==> config.mk <==
export PLATFORM = sky130hd
export DESIGN_NAME = rr_grant_scheduler
export DESIGN_NICKNAME = d
export VERILOG_FILES = /design/src/rtl/rr_grant_scheduler.sv
export SDC_FILE = /design/constraint.sdc
export NUM_CORES = 1
export LEC_CHECK = 0
export CAP_MARGIN = 20
export CORE_MARGIN = 2
export CORE_UTILIZATION = 61
export DETAILED_ROUTE_END_ITERATION = 16
export PLACE_DENSITY = 0.84
export SYNTH_ARGS = -nofsm -noshare
export SYNTH_HDL_FRONTEND = slang
export SYNTH_SLANG_ARGS = --single-unit
==> constraint.sdc <==
create_clock -name clk -period 7.8 [get_ports clk]
set_clock_uncertainty 0.05 [all_clocks]
set_input_delay 1.56 -clock clk [delete_from_list [all_inputs] [get_ports clk]]
set_output_delay 1.56 -clock clk [all_outputs]
set_load 0.02 [all_outputs]
==> src/rtl/rr_grant_scheduler.sv <==
// Registered 8-way round-robin scheduler: one owner at a time, tenure ends on
// done, request drop or hold-limit timeout; grant is one-hot decoded from the owner index.
module rr_grant_scheduler #(
    parameter int unsigned MAX_HOLD = 16,
    parameter int unsigned CNT_W    = 8
) (
    input  logic       clk,
    input  logic       rst_n,
    input  logic       en,
    input  logic [7:0] req,
    input  logic       done,
    output logic [7:0] gnt,
    output logic [2:0] gnt_idx,
    output logic       gnt_valid,
    output logic       timeout
);

    typedef enum logic [0:0] {StIdle, StGrant} state_e;

    localparam logic             HoldEn   = (MAX_HOLD != 0);
    localparam logic [CNT_W-1:0] HoldLast = CNT_W'((MAX_HOLD == 0) ? 0 : MAX_HOLD - 1);

    state_e           state_q, state_d;
    logic [2:0]       ptr_q, ptr_d;
    logic [CNT_W-1:0] cnt_q, cnt_d;
    logic [2:0]       idx_q, idx_d;
    logic             valid_q, valid_d;
    logic             to_q, to_d;
    logic [7:0]       gnt_q, gnt_d;

    logic             owner_req;
    logic             at_limit;
    logic             rel;

    // First requester at or after start, wrapping mod 8.
    function automatic logic [2:0] pick(input logic [7:0] r, input logic [2:0] start);
        logic [2:0] idx;
        logic       found;
        pick  = start;
        found = 1'b0;
        for (int i = 0; i < 8; i++) begin
            idx = start + 3'(i);
            if (!found && r[idx]) begin
                pick  = idx;
                found = 1'b1;
            end
        end
    endfunction

    assign owner_req = req[idx_q];
    assign at_limit  = HoldEn && (cnt_q == HoldLast);
    assign rel       = done || !owner_req || at_limit;

    always_comb begin
        state_d = state_q;
        ptr_d   = ptr_q;
        cnt_d   = cnt_q;
        idx_d   = idx_q;
        valid_d = valid_q;
        to_d    = 1'b0;

        if (!en) begin
            if (state_q == StGrant) begin
                ptr_d = idx_q + 3'd1;
            end
            state_d = StIdle;
            valid_d = 1'b0;
            cnt_d   = '0;
        end else begin
            case (state_q)
                StIdle: begin
                    if (|req) begin
                        idx_d   = pick(req, ptr_q);
                        valid_d = 1'b1;
                        cnt_d   = '0;
                        state_d = StGrant;
                    end
                end
                StGrant: begin
                    if (rel) begin
                        ptr_d = idx_q + 3'd1;
                        // Pulse only when the limit alone ended the tenure.
                        to_d  = at_limit && !done && owner_req;
                        cnt_d = '0;
                        if (|req) begin
                            idx_d = pick(req, idx_q + 3'd1);
                        end else begin
                            valid_d = 1'b0;
                            state_d = StIdle;
                        end
                    end else begin
                        cnt_d = cnt_q + 1'b1;
                    end
                end
                default: begin
                    state_d = StIdle;
                    valid_d = 1'b0;
                    cnt_d   = '0;
                end
            endcase
        end

        gnt_d = valid_d ? (8'b1 << idx_d) : 8'b0;
    end

    always_ff @(posedge clk or negedge rst_n) begin
        if (!rst_n) begin
            state_q <= StIdle;
            ptr_q   <= '0;
            cnt_q   <= '0;
            idx_q   <= '0;
            valid_q <= 1'b0;
            to_q    <= 1'b0;
            gnt_q   <= '0;
        end else begin
            state_q <= state_d;
            ptr_q   <= ptr_d;
            cnt_q   <= cnt_d;
            idx_q   <= idx_d;
            valid_q <= valid_d;
            to_q    <= to_d;
            gnt_q   <= gnt_d;
        end
    end

    assign gnt       = gnt_q;
    assign gnt_idx   = idx_q;
    assign gnt_valid = valid_q;
    assign timeout   = to_q;

endmodule

==> results of run 1 <==
## final cells by class
type	instances	area [µm²]	area share [%]
multi-input combinational	267	2130	67.3
sequential	25	626	19.7
timing repair buffer	25	255	8.05
tap	54	67.6	2.13
clock buffer	3	41.3	1.30
inverter	11	41.3	1.30
clock inverter	1	5.00	0.158
## path summary, 6_finish.rpt
kind                             from        to  slack [ns]  cells past startpoint
setup / recovery               req[2]    gnt[3]        3.08                     10
hold / removal               cnt_q[7]  cnt_q[7]        0.43                      1
setup reg to reg           gnt_idx[0]    gnt[3]        3.14                     11
hold reg to reg              cnt_q[7]  cnt_q[7]        0.43                      1
max in group asynchronous       rst_n  ptr_q[1]        5.82                      2
min in group asynchronous       rst_n  cnt_q[1]        1.46                      1
## per-stage QoR
| step | hold slack (ns) | util, % | area (µm²) | total power, W | setup slack (ns) |
|---|---|---|---|---|---|
| floorplan | 0.388 | - | 2910 | 0.00119 | 3.72 |
| global placement | 0.412 | 66.7 | 3110 | 0.00140 | 2.94 |
| detailed placement | 0.423 | 66.7 | 3110 | 0.00142 | 2.81 |
| CTS | 0.442 | 67.7 | 3150 | 0.00150 | 3.08 |
| global route | 0.451 | 68.0 | 3170 | 0.00164 | 2.64 |
| finish | 0.433 | 68.0 | 3170 | 0.00153 | 3.08 |
## layer usage
layer	up-vias	share of wire (%)	global-route usage, %	wire length [µm]
met5	-	0	0	0
met4	0	2.3	8.85	162
met3	22	4.7	2.90	334
met2	106	51	46.5	3580
met1	1270	42	36.2	2970
li1	1258	-	-	-
## report_power, final
group,total (W),switching (W),leakage [nW],internal (W)
Clock,0.0000750,0.0000392,0.0255,0.0000357
Combinational,0.00121,0.000671,0.910,0.000541
Sequential,0.000243,0.0000861,0.330,0.000156
Total,0.00153,0.000796,1.27,0.000733
## cell usage after synthesis, types with 3 or more instances
cell type / number
a211oi_1: 5
a21oi_1: 21
a31oi_1: 3
a32oi_1: 3
and2_1: 5
and3_1: 8
buf_2: 4
buf_4: 3
clkbuf_1: 13
dfrtp_1: 25
ha_1: 5
inv_1: 10
mux2_2: 8
mux2i_1: 10
mux4_2: 19
nand2_1: 34
nand2b_1: 10
nand3_1: 7
nand4_1: 3
nor2_1: 14
nor2b_1: 8
nor3_1: 10
nor3b_1: 5
nor4_1: 6
o211ai_1: 5
o21ai_0: 22
o31ai_1: 4
or3_1: 5
xnor2_1: 4
xor2_1: 3
## critical path: stages
cell and delay, ns:
clkdlybuf4s50_1 0.60, mux4_2 0.63, nor4_1 0.36, nor4_2 0.15
or3_1 0.42, o21ai_1 0.14, a21oi_1 0.09, xnor2_1 0.14
o311ai_2 0.50, nor3b_1 0.25
## flip-flops by register name (all words and copies together) (netlist names)
name / count
cnt_q: 8
gnt: 8
gnt_idx: 3
gnt_valid: 1
ptr_q: 3
state_q: 1
timeout: 1
## cells by family (layout without fill, tap and decap cells)
| kind of cell | count (synthesis) | after routing | share of synthesized area, % |
|---|---|---|---|
| flip-flops | 25 | 25 | 21.5 |
| XOR/XNOR | 10 | 10 | 4.05 |
| AND/OR/NAND/NOR | 127 | 127 | 24.2 |
| adder cells (fa/ha/maj) | 5 | 5 | 2.15 |
| multiplexers | 40 | 40 | 23.6 |
| buffers and inverters | 33 | 40 | 5.08 |
| AO/OA/AOI/OAI | 85 | 85 | 19.5 |
==> qor.yml, run 1 <==
floorplanning:
  die_x_um: 73.0
  die_height_um: 73.0
  die_area_mm2: 0.00533
  initial_core_util_pct: 62.4
  placementRows: 25
  core_area_mm2: 0.00466
  pin_count: 25
finish:
  num-fill-cells: 368
  drive_gt1_share_pct: 13.9
  nNetsFinal: 350
  antenna_cells: 0
  final_cell_mix: "nand2_1, dfrtp_1, clkdlybuf4s50_1"
  syn_to_final_growth_pct: 9.04
  stdcell_count: 386
  layout.cells.most_common: "nand2_1"
timing:
  tightest_slew_ns: 0.871
  hold_viol: 0
  finalCriticalPeriod_ns: 4.72
  fin_setup_tns_ns: 0
  finalMaxSlewViolations: 0
  setup_viol: 0
  slew_headroom_pct: 41.5
  fmax_ghz: 0.212
  fin_crit_sh_pct: 60.5
  rsz0062_at_grt: "false"
synthesis:
  synth_ff_type: "dfrtp_1"
  synth-edff-count: 0
  syn_area_mm2: 0.00291
  synth_top_area_share_pct: 21.5
  async_flop_share_pct: 100
  ys_seq_area_share_pct: 21.5
  synth.net_count: 342
  synth.distinct_cells: 66
  ys_ff_latch: 25
  synth_top_area_cell: "dfrtp_1"
  ys_top_cells_by_area: "dfrtp_1, mux4_2, nand2_1"
  ys.warnings.count: 0
  synth.avg_cell_area_um2: 8.94
  synthCells: 325
drt:
  postRouteAntennaNets: 0
  wire_per_inst_um: 18.2
  dr.pass1.iters: 5
  vias: 2656
  drc_errors: 0
  drtIter0Drc: 270
  routed_wl_um: 7040
  vias_per_cell: 6.88
pwr:
  ir_worst_vdd_mv: 0.277
  leakage_nw: 1.27
  powerDensity_mw_per_mm2: 482
setup_path:
  end_kind: "flop"
  cp_data_arrival_time_ns: 4.85
  crit_fanout: 12
  required_ns: 7.93
  critical_path_class: "primary input to flop"
  startpoint_type: "primary input"
grt:
  grt_use_total_pct: 27.3
  grt_pass1_wl_um: 11400
  grt-ovfl-total: 0
  grt_antenna_before_repair: 0
  grt_pass1_vias: 2362
  grt_max_degree: 26
clock_tree:
  cts_made_buffers: 3
  clk_latency_ns: 0.27
  htreeDepth: 1
  cts.sinks: 25
  cts-root-buf: "clkbuf_8"
  cts_buffer_depth: 2
  cts_resized: 0
  post_cts_buffers: 0
  cts_tree: "yes"
  ctsHoldBuffers: 0
  path_clk_slew_ns: 0.08
outcome:
  outcome: "completed"
flow_run:
  cap_violations: 0
place:
  dp_hpwl_um: 5160
  gp_congestion: 1.01
  post-place-cells: 381
  portBuffers: 24
worst_hold_path:
  min_path_type: "flop to flop"
(Power assumes the default switching activity.)
==> run 2: changes to the inputs <==
Settings changed: CORE_UTILIZATION 61 to 54, PLACE_DENSITY 0.84 to 0.78.
Clock period 7.8 ns to 4 ns, I/O delays scaled along.
==> run 2 against run 1 <==
Effect of this change:
- cell count up 9.1%
- wire length up 3.7%
- total power is 100% higher
- sequential cell count unchanged
- via count grew 3.4%
- critical path depth is 1 higher
- die area rose by 12%
- register-to-register slack worse by 2.9 ns
- largest cell class unchanged
- first-iteration DRC count decreased by 19%
- hold slack lost 0.0039 ns
- worst setup slack worse by 2.8 ns
==> qor.yml, run 2 (synthesized netlist as in run 1, its figures left out) <==
outcome:
  outcome: "completed"
pwr:
  fin_total_pwr_w: 0.00311
  clkPwrFrac_pct: 4.8
  switching_power_w: 0.00157
  powerDensity_mw_per_mm2: 929
  leakage_nw: 1.37
  p_comb_share_pct: 83.3
  p_sw_share_pct: 50.6
  seqPwrFrac_pct: 12.0
  p_int_w: 0.00154
  ir_worst_vdd_mv: 0.518
timing:
  fin_ws_ns: 0.262
  tightest_slew_ns: 0.664
  fin_crit_sh_pct: 93.5
  finalCriticalPeriod_ns: 3.74
  slew_headroom_pct: 55.7
  setup_viol: 0
  finalMaxSlewViolations: 0
  hold_viol: 0
  fmax_ghz: 0.268
  rsz0062_at_grt: "false"
floorplanning:
  core_area_mm2: 0.00514
  die_height_um: 77.4
  die_area_mm2: 0.00599
  initial_core_util_pct: 56.5
  die_x_um: 77.4
  pin_count: 25
  placementRows: 26
setup_path:
  crit_family: "simple AND/OR/NAND/NOR gates"
  crit_chain: "clkdlybuf4s50_1 > buf_4 > mux4_2 > mux2i_2 > nor3_1 > or3b_1 > a311oi_1 > xnor2_1 > o221ai_1 > nand2b_1 > nor3_1"
  cp_data_arrival_time_ns: 3.87
  startpoint_type: "primary input"
  startpoint: "req[6]"
  crit_end: "gnt[0]"
  critical_path.max_stage_delay_ns: 0.51
  r2r_end: "gnt[0]"
  required_ns: 4.13
  crit_buf_inv: 2
  r2r_cells: 12
  cp_slowest_cell: "clkdlybuf4s50_1"
  critical_path_class: "primary input to flop"
  rrSetupSlack_ns: 0.28
  cp_num_cells: 11
  end_kind: "flop"
  timing.rr.start: "ptr_q[0]"
  crit_fanout: 7
  crit_top_cell: "nor3_1"
place:
  post-place-cells: 416
  place_ws_ns: -0.0621
  gp_congestion: 0.948
  dp_hpwl_um: 5540
  portBuffers: 24
drt:
  vias_per_cell: 6.52
  vias: 2745
  postRouteAntennaNets: 0
  routed_wl_um: 7300
  drc_errors: 0
  drtIter0Drc: 218
  dr.pass1.iters: 5
  wire_per_inst_um: 17.3
clock_tree:
  cts_buffer_depth: 2
  cts.sinks: 25
  clk_latency_ns: 0.27
  cts-root-buf: "clkbuf_8"
  cts_made_buffers: 3
  path_clk_slew_ns: 0.09
  cts_tree: "yes"
  htreeDepth: 1
finish:
  layout.area.seq_um2: 626
  layout.cells.most_common: "nand2_1"
  final_cell_mix: "nand2_1, dfrtp_1, clkdlybuf4s50_1"
  num-fill-cells: 448
  nNetsFinal: 369
  multi_input_area_mm2: 0.00214
  stdcell_count: 421
  antenna_cells: 0
  drive_gt1_share_pct: 18.8
  syn_to_final_growth_pct: 15.4
worst_hold_path:
  hp-start: "cnt_q[7]"
  min_path_type: "flop to flop"
grt:
  grt_pass1_wl_um: 12400
  grt_max_degree: 26
  grt_pass1_vias: 2592
  grt_use_total_pct: 25.4
  grt_antenna_before_repair: 0
  grt-ovfl-total: 0
flow_run:
  cap_violations: 0
run 2: how the worst min path moves through the flow:
stage / cells after the start / end
2_1_floorplan: 1 / cnt_q[7]
3_3_place_gp: 1 / cnt_q[7]
3_5_place_dp: 1 / cnt_q[7]
4_1_cts: 1 / cnt_q[7]
5_1_grt: 1 / cnt_q[7]
6_report: 1 / cnt_q[7]
run 2: final cells by class:
cell class,instances,area share (%)
clock buffer,3,1.23
clock inverter,1,0.224
inverter,11,1.23
multi-input combinational,267,63.7
sequential,25,18.7
tap,70,2.61
timing repair buffer,44,12.3
run 2: worst reg2reg max path: stages, from the launching register on:
cell and delay (ns):
dfrtp_1 0.36, inv_1 0.12, ha_1 0.57, mux2_2 0.41, mux4_2 0.50, or3_4 0.43, a21oi_4 0.18, nor3b_4 0.23
a32oi_1 0.14, o211ai_1 0.14, o311ai_2 0.13, buf_4 0.18, nor3_1 0.20
run 2: per-stage QoR:
stage / utilization, % / hold WS (ns) / instance area (µm²) / setup TNS (ns)
floorplan: - / 0.388 / 2910 / 0
global placement: 63.6 / 0.419 / 3270 / -0.0837
detailed placement: 63.6 / 0.415 / 3270 / -0.200
CTS: 64.6 / 0.433 / 3320 / 0
global route: 65.2 / 0.475 / 3350 / 0
finish: 65.2 / 0.430 / 3350 / 0
run 2: metal layers:
layer / share of wire (%) / GRT usage [%]
met1: 44 / 36.8
met2: 48 / 40.5
met3: 7.0 / 3.72
met4: 1.5 / 6.25
met5: 0 / 0
run 2: repair_timing:
item | in CTS | in global routing
setup buffers | 0 | 0
hold buffers | 0 | 0
resized for setup | 0 | 2
endpoints found under the setup margin | 0 | 5
run 2: power groups by stage:
stage | clock [W] | sequential [W] | combinational, W
finish | 0.000148 | 0.000373 | 0.00259
global route | 0.000163 | 0.000384 | 0.00281
CTS | 0.000151 | 0.000373 | 0.00254
detailed placement | 0 | 0.000378 | 0.00253
global placement | 0 | 0.000375 | 0.00251
floorplan | 0 | 0.000397 | 0.00192
